File: src/rtl/cond_pkg.sv
// Shared types and constants for the execute-stage condition unit.
// The optional performance counters are enabled by the COND_PERF_CNT_EN macro.
package cond_pkg;

    // Default width of the flag vector {Z,N,C,V}.
    localparam int unsigned FLAGS_W_DEF = 4;

    // Bit positions inside the flag vector, matching the ALU flag output order.
    localparam int unsigned FLAG_Z = 3;
    localparam int unsigned FLAG_N = 2;
    localparam int unsigned FLAG_C = 1;
    localparam int unsigned FLAG_V = 0;

    // ARM condition field encodings (Instr[31:28]).
    typedef enum logic [3:0] {
        COND_EQ = 4'b0000,
        COND_NE = 4'b0001,
        COND_CS = 4'b0010,
        COND_CC = 4'b0011,
        COND_MI = 4'b0100,
        COND_PL = 4'b0101,
        COND_VS = 4'b0110,
        COND_VC = 4'b0111,
        COND_HI = 4'b1000,
        COND_LS = 4'b1001,
        COND_GE = 4'b1010,
        COND_LT = 4'b1011,
        COND_GT = 4'b1100,
        COND_LE = 4'b1101,
        COND_AL = 4'b1110,
        COND_NV = 4'b1111
    } cond_e;

    // Contents of the execute-to-next-stage pipeline register.
    typedef struct packed {
        logic pc_src;
        logic reg_write;
        logic mem_write;
        logic cond_ex;
        logic illegal;
    } pipe_t;

endpackage

File: src/rtl/cond_check.sv
// Combinational evaluation of a 4-bit ARM condition field against {Z,N,C,V}.
// Encoding 4'b1111 never passes and is reported as illegal.
module cond_check
    import cond_pkg::*;
(
    input  logic [3:0] cond,
    input  logic [3:0] flags,
    output logic       pass,
    output logic       illegal
);

    logic z, n, c, v;

    assign z = flags[FLAG_Z];
    assign n = flags[FLAG_N];
    assign c = flags[FLAG_C];
    assign v = flags[FLAG_V];

    // Decode the condition field into a pass/fail decision.
    always_comb begin
        pass    = 1'b0;
        illegal = 1'b0;
        case (cond_e'(cond))
            COND_EQ: pass = z;
            COND_NE: pass = !z;
            COND_CS: pass = c;
            COND_CC: pass = !c;
            COND_MI: pass = n;
            COND_PL: pass = !n;
            COND_VS: pass = v;
            COND_VC: pass = !v;
            COND_HI: pass = c & !z;
            COND_LS: pass = !c | z;
            COND_GE: pass = (n == v);
            COND_LT: pass = (n != v);
            COND_GT: pass = !z & (n == v);
            COND_LE: pass = z | (n != v);
            COND_AL: pass = 1'b1;
            COND_NV: illegal = 1'b1;
            default: pass = 1'b0;
        endcase
    end

endmodule

File: src/rtl/cond_unit.sv
// Execute-stage condition unit: architectural flag register, condition
// evaluation, write-control gating and one pipeline register with
// flush > stall > normal priority.
// Define COND_PERF_CNT_EN to add saturating exec/squash performance counters.
module cond_unit
    import cond_pkg::*;
#(
    parameter int unsigned FLAGS_W = FLAGS_W_DEF,
    parameter int unsigned CNT_W   = 32
) (
    input  logic               clk,
    input  logic               reset,
    input  logic               in_valid,
    input  logic               stall,
    input  logic               flush,
    input  logic [3:0]         cond,
    input  logic [1:0]         flag_w,
    input  logic [FLAGS_W-1:0] alu_flags,
    input  logic               pc_src_in,
    input  logic               reg_write_in,
    input  logic               mem_write_in,
    output logic               pc_src_out,
    output logic               reg_write_out,
    output logic               mem_write_out,
    output logic               cond_ex_out,
    output logic               illegal_cond_out,
`ifdef COND_PERF_CNT_EN
    output logic [CNT_W-1:0]   exec_cnt,
    output logic [CNT_W-1:0]   squash_cnt,
`endif
    output logic [FLAGS_W-1:0] flags_q
);

    logic               cond_pass;
    logic               cond_illegal;
    logic               cond_ex;
    logic               advance;
    logic [FLAGS_W-1:0] flags_d;
    pipe_t              pipe_d;
    pipe_t              pipe_q;

    cond_check u_cond_check (
        .cond    (cond),
        .flags   (flags_q[3:0]),
        .pass    (cond_pass),
        .illegal (cond_illegal)
    );

    assign cond_ex = in_valid & cond_pass;
    assign advance = !stall & !flush;

    // Next flag state: only an executed, non-stalled, non-flushed instruction writes.
    always_comb begin
        flags_d = flags_q;
        if (cond_ex && advance) begin
            if (flag_w[1]) begin
                flags_d[FLAG_Z] = alu_flags[FLAG_Z];
                flags_d[FLAG_N] = alu_flags[FLAG_N];
            end
            if (flag_w[0]) begin
                flags_d[FLAG_C] = alu_flags[FLAG_C];
                flags_d[FLAG_V] = alu_flags[FLAG_V];
            end
        end
    end

    // Next pipeline register contents: flush clears, stall holds, otherwise gated controls.
    always_comb begin
        pipe_d = pipe_q;
        if (flush) begin
            pipe_d = '0;
        end else if (!stall) begin
            pipe_d.pc_src    = pc_src_in & cond_ex;
            pipe_d.reg_write = reg_write_in & cond_ex;
            pipe_d.mem_write = mem_write_in & cond_ex;
            pipe_d.cond_ex   = cond_ex;
            pipe_d.illegal   = in_valid & cond_illegal;
        end
    end

    // Flag and pipeline registers.
    always_ff @(posedge clk or posedge reset) begin
        if (reset) begin
            flags_q <= '0;
            pipe_q  <= '0;
        end else begin
            flags_q <= flags_d;
            pipe_q  <= pipe_d;
        end
    end

    assign pc_src_out       = pipe_q.pc_src;
    assign reg_write_out    = pipe_q.reg_write;
    assign mem_write_out    = pipe_q.mem_write;
    assign cond_ex_out      = pipe_q.cond_ex;
    assign illegal_cond_out = pipe_q.illegal;

`ifdef COND_PERF_CNT_EN
    logic [CNT_W-1:0] exec_cnt_d, exec_cnt_q;
    logic [CNT_W-1:0] squash_cnt_d, squash_cnt_q;

    // Saturating counters of executed vs squashed valid instructions.
    always_comb begin
        exec_cnt_d   = exec_cnt_q;
        squash_cnt_d = squash_cnt_q;
        if (advance && in_valid) begin
            if (cond_ex) begin
                if (exec_cnt_q != '1) exec_cnt_d = exec_cnt_q + CNT_W'(1);
            end else begin
                if (squash_cnt_q != '1) squash_cnt_d = squash_cnt_q + CNT_W'(1);
            end
        end
    end

    // Performance counter registers.
    always_ff @(posedge clk or posedge reset) begin
        if (reset) begin
            exec_cnt_q   <= '0;
            squash_cnt_q <= '0;
        end else begin
            exec_cnt_q   <= exec_cnt_d;
            squash_cnt_q <= squash_cnt_d;
        end
    end

    assign exec_cnt   = exec_cnt_q;
    assign squash_cnt = squash_cnt_q;
`endif

endmodule

File: config.mk
export PLATFORM = sky130hd
export DESIGN_NAME = cond_unit
export DESIGN_NICKNAME = d
export VERILOG_FILES = /design/src/rtl/cond_pkg.sv /design/src/rtl/cond_check.sv /design/src/rtl/cond_unit.sv
export SDC_FILE = /design/constraint.sdc
export NUM_CORES = 1
export LEC_CHECK = 0
export ABC_AREA = 1
export CORE_MARGIN = 3
export CORE_UTILIZATION = 37
export CTS_CLUSTER_DIAMETER = 80
export CTS_CLUSTER_SIZE = 14
export DETAILED_ROUTE_END_ITERATION = 6
export PLACE_DENSITY_LB_ADDON = 0.05
export SLEW_MARGIN = 0
export SYNTH_ARGS = -nofsm -noshare
export SYNTH_HDL_FRONTEND = slang
export SYNTH_SLANG_ARGS = --single-unit
File: constraint.sdc
create_clock -name clk -period 1.3 [get_ports clk]
set_input_delay 0.325 -clock clk [delete_from_list [all_inputs] [get_ports clk]]
set_output_delay 0.325 -clock clk [all_outputs]
set_load 0.02 [all_outputs]
---- Yosys cells after proc, flatten, opt, wreduce, memory -nomap -nowiden ----
Index checks and enable logic that the tools add are counted.
operators by class
  add/sub/neg operators ................... 0
  $mul .................................... 0
  div/mod/pow operators ................... 0
  order comparisons ....................... 0
  eq/ne operators ......................... 18
  shift operators ......................... 0
  muxes and demuxes ....................... 4
  bitwise operators ....................... 10
  reduce and logical (&&, ||, !) cells .... 10
operators with widths
  operator              number
  $eq A4 B4 Y1 const B  8
  $eq A4 B3 Y1 const B  4
  $pmux W1 S15          1
  $mux W5               2
  $and A1 B1 Y1         8
  $eq A4 B2 Y1 const B  2
  $logic_not A1 Y1      6
  $eq A4 B1 Y1 const B  1
  $logic_not A4 Y1      1
  $reduce_and A2 Y1     2
  $ne A2 B1 Y1 const B  1
  $or A1 B1 Y1          2
  $eq A1 B1 Y1          1
  $logic_and A1 B1 Y1   1
  $mux W1               1
  $ne A1 B1 Y1          1
word-level totals
  flip-flop bits (word level) ............. 9
  latch bits .............................. 0
  memory bits (writable) .................. 0
  bits in read-only memories .............. 0
  bits of input ports ..................... 18
  output and inout bits ................... 9
  word-level logic and storage cells ...... 49
  memories ................................ 0

---- Longest topological paths before layout ----
  depth in word-level cells ............... 7
  mapped depth ............................ 11
  gate-level depth less buffers ........... 11

---- Hierarchy ----
Synthesis repeated with hierarchy kept, for this count alone.
unflattened totals
  cells, all modules ...................... 98
  area, all modules ....................... 608.1 um^2
by module, submodules not included
  module      instances  cells each  area an instance (um^2)  sequential area each (um^2)
  cond_unit   1          45          392.9                    225.2
  cond_check  1          53          215.2                    0.0

---- Least setup slack after synthesis ----
OpenSTA, ideal clock, no wires.
  path kind ............................... reg2reg
  from .................................... register flags_q[2]
  to ...................................... register flags_q[3]
  library setup time ...................... 0.118 ns
  arrival time ............................ 1.214 ns
  data required time ...................... 1.182 ns
  slack ................................... -0.032 ns
  stages on the path, launching flop included .. 11
  buffers on the path ..................... 0
  period minus slack after synthesis ...... 1.332 ns
  path through ............................ dfrtp_1 inv_1 nand2_1 nand2_1 nand2_1 a21boi_2 nor2_4 nand3_4 nand3_2 nand2_1 nand2_1
on the way
  word-level cells in the longest chain between the ends .. 6
  elaborated cells between the ends (all ways) .. 9
  those cells by class .................... 2 x eq/ne; 1 x mux; 3 x bitwise; 3 x reduce/logical
RTL lines
  element                                               line                                text
  from (decl)                                           cond_unit.sv:31                     output logic [FLAGS_W-1:0] flags_q
  from (signal assigned)                                cond_unit.sv:87                     flags_q <= flags_d;
  $ne A1 B1 Y1 / $eq A1 B1 Y1 (equally long branches)   --
  $or A1 B1 Y1 / $and A1 B1 Y1 (equally long branches)  cond_check.sv:37, cond_check.sv:36
  $pmux W1 S15 (*)                                      cond_check.sv:23                    case (cond_e'(cond))
  $and A1 B1 Y1 (*)                                     cond_unit.sv:49                     assign cond_ex = in_valid & cond_pass;
  $logic_and A1 B1 Y1 (*)                               cond_unit.sv:55                     if (cond_ex && advance) begin
  $reduce_and A2 Y1 (no line) (*)                       --
Mark *: on every way between the ends. The rest lies on a longest branch, timed or not.
A chain may end at the register's enable or synchronous reset.

---- Worst setup path after layout ----
  from .................................... input port flush
  to ...................................... register flags_q[1]
on the way
  word-level cells in the longest chain between the ends .. 4
RTL lines
  element                      line             text
  from (decl)                  cond_unit.sv:15  input logic flush,
  $logic_not A1 Y1             cond_unit.sv:50  assign advance = !stall & !flush;
  $and A1 B1 Y1                cond_unit.sv:50
  $logic_and A1 B1 Y1          cond_unit.sv:55
  $reduce_and A2 Y1 (no line)  --
Every way passes these cells.

==> impl_metrics.ini <==
[grt]
gr-usage-all-layers = 0.153
gr-total-overflow = 0
grt_pass1_wl_mm = 2.90
grt_max_degree = 11
grt_pass1_vias = 751
antenna_found_initial = 0

[synthesis]
ys_seq_area_frac = 0.338
synth.avg_cell_area_um2 = 6.93
synth_top_area_cell = dfrtp_1
synth-main-ff-cell = dfrtp_1
synth_edf_count = 0
ys_types = 18
ys_seq_elements = 9
synth.most_common_cell = nand2_1
synthCells = 96
synthTopCellsByArea = dfrtp_1, nand2_1, nand3_1, inv_1, nor2_1
syn-cell-area_um2 = 666
synth_common_cells = nand2_1, nand3_1, inv_1
ys_warn_count = 0
yosys.area.top_type_share = 0.338
async_flop_share = 1.00
syn_nets = 114

[die]
core-area_mm2 = 0.00159
ios = 27
rows = 14
dieArea_mm2 = 0.00234
dieHeight_um = 48.4
die_w_um = 48.4
start_util = 0.418

[critical_path]
cpMostUsedCell = nand2_1
worstPathCellList = clkdlybuf4s50_1, nor2_1, nand2_1, nor2_8, nand3_2, nand2_1, nand2_1
crit_type = input pin to register
cp.required_ns = 1.44
worst_setup_path_end_kind = register
crit_slowest_cell = clkdlybuf4s50_1
cp_max_fo = 10
critical_path.startpoint_type = input pin
crit_arrival_ns = 1.48
cpPeakStageDelay_ns = 0.42
ff2ff_path_depth = 9

[placed_design]
gp_congestion = 0.835
dp.cells = 152
io_buffer_count = 26
place_ws_ns = -0.545
dpl_cell_area_um2 = 1000
hpwlAfterDp_mm = 1.32

[power]
pwr-share-comb = 0.555
worst_ir_drop_vdd_mv = 0.940
p_sw_frac = 0.433
p_per_area_mw_per_mm2 = 1430
p_total_mw = 1.48
internal_power_mw = 0.838
power_frac_clock = 0.141
total_leakage_power_nw = 0.532
power.net_switching_mw = 0.639
seq_power_share = 0.303

[cts]
ctsHoldBuffers = 0
clkLatencyLatePin_ns = 0.25
htreeDepth = 1
cts_tree = done
clockBufferDepth = 2
numCtsBuffers = 3
clockRootBuffer = clkbuf_4
path_clk_slew_ns = 0.06
cts.sinks = 9

[timing]
maxSlewHeadroom = 0.724
fmax_mhz = 747
holdWs_ns = 0.333
setup_viol = 4
skew_ns = 0.000451
timing.final.ws_setup_ns = -0.0381
min_period_ns = 1.34
drv_slew = 0
rsz0062_at_grt = true
tns_ns = -0.0903
tightest_slew_ns = 0.413
hold_viol_final = 0
post-route-period-util = 1.03

[routing]
post_drt_wl_per_cell_um = 10.4
drtPass1Iterations = 4
drtIter0Drc = 11
wirelength_mm = 1.64
route.vias.total = 746
ant_nets = 0
drc = 0
vias_per_cell = 4.72

[run_status]
status = complete, but fails checks
violations = negative setup slack

[final_layout]
final_util = 0.648
syn_to_final_growth_pct = 55.1
stdcell_count = 158
antenna_cells = 0
drive_above_1_share = 0.313
fin_area_mm2 = 0.00103
nets = 153

[min_path]
hp-class = input pin to async pin

[job]
drv_cap = 0
==> flip-flops by register name, summed over array words and instances, names as in the netlist <==
| name | flops |
|---|---|
| flags_q | 4 |
| cond_ex_out | 1 |
| illegal_cond_out | 1 |
| mem_write_out | 1 |
| pc_src_out | 1 |
| reg_write_out | 1 |
==> cells by family (layout without fill, tap and decap cells) <==
family,Yosys count,after routing,share of synthesized area
DFF,9,9,0.338
buffers and inverters,14,51,0.0902
and+or+nand+nor,69,70,0.519
AOI/OAI and AO/OA,4,4,0.0526
==> repair_timing <==
action                                  4_1_cts  5_1_grt
setup buffers                                 1        0
pin swaps                                     2        6
gates resized for setup                      27       16
endpoints found under the setup margin       18       16
gates cloned                                  1        0
endpoints found under the hold margin         0        0
==> cells in the final DEF, fill, tap and decap left out, types with 3 or more instances in the layout <==
master	count
buf_2	3
buf_4	8
clkbuf_2	4
clkbuf_4	3
clkdlybuf4s15_1	4
clkdlybuf4s50_1	13
dfrtp_1	6
dfrtp_2	3
inv_1	8
inv_2	5
nand2_1	34
nand2_2	5
nand3_1	10
nand3_2	4
nand4_1	4
nor2_1	7
==> layout make-up <==
cell class                      count  area, um2
Timing Repair Buffer               34        283
Clock buffer                        4       26.3
Fill cell                         147        562
Sequential cell                     9        229
Multi-Input combinational cell     74        415
Tap cell                           24       30.0
Inverter                           13       48.8
==> worst max-delay path: cells and delay by family <==
family	cells	cell delay, ns
buffers and inverters	1	0.42
and+or+nand+nor	6	0.72
==> layer usage <==
layer,routed length [um],global-route usage
met1,673,0.155
met2,859,0.294
met3,94,0.0337
met4,14,0.0758
met5,0,0
==> power groups by stage <==
stage | logic [mW] | clock network (mW) | registers [mW]
after floorplan | 0.358 | 0 | 0.517
after CTS | 0.862 | 0.219 | 0.448
after global placement | 0.796 | 0 | 0.444
after detailed placement | 0.803 | 0 | 0.445
final | 0.820 | 0.209 | 0.448
after global routing | 0.902 | 0.240 | 0.462
==> path summary, 6_finish.rpt <==
| path | slack (ns) | endpoint | start |
|---|---|---|---|
| setup reg to reg | -0.03 | flags_q[1]$_DFFE_PP0P_ | flags_q[3]$_DFFE_PP0P_ |
| setup / recovery | -0.04 | flags_q[1]$_DFFE_PP0P_ | flush |
| min in group clk | 0.48 | pc_src_out$_DFFE_PP0P_ | pc_src_out$_DFFE_PP0P_ |
| max in group asynchronous | 0.69 | flags_q[2]$_DFFE_PP0P_ | reset |
| hold reg to reg | 0.48 | pc_src_out$_DFFE_PP0P_ | pc_src_out$_DFFE_PP0P_ |
| hold / removal | 0.33 | cond_ex_out$_DFFE_PP0P_ | reset |
(Power assumes the default switching activity.)
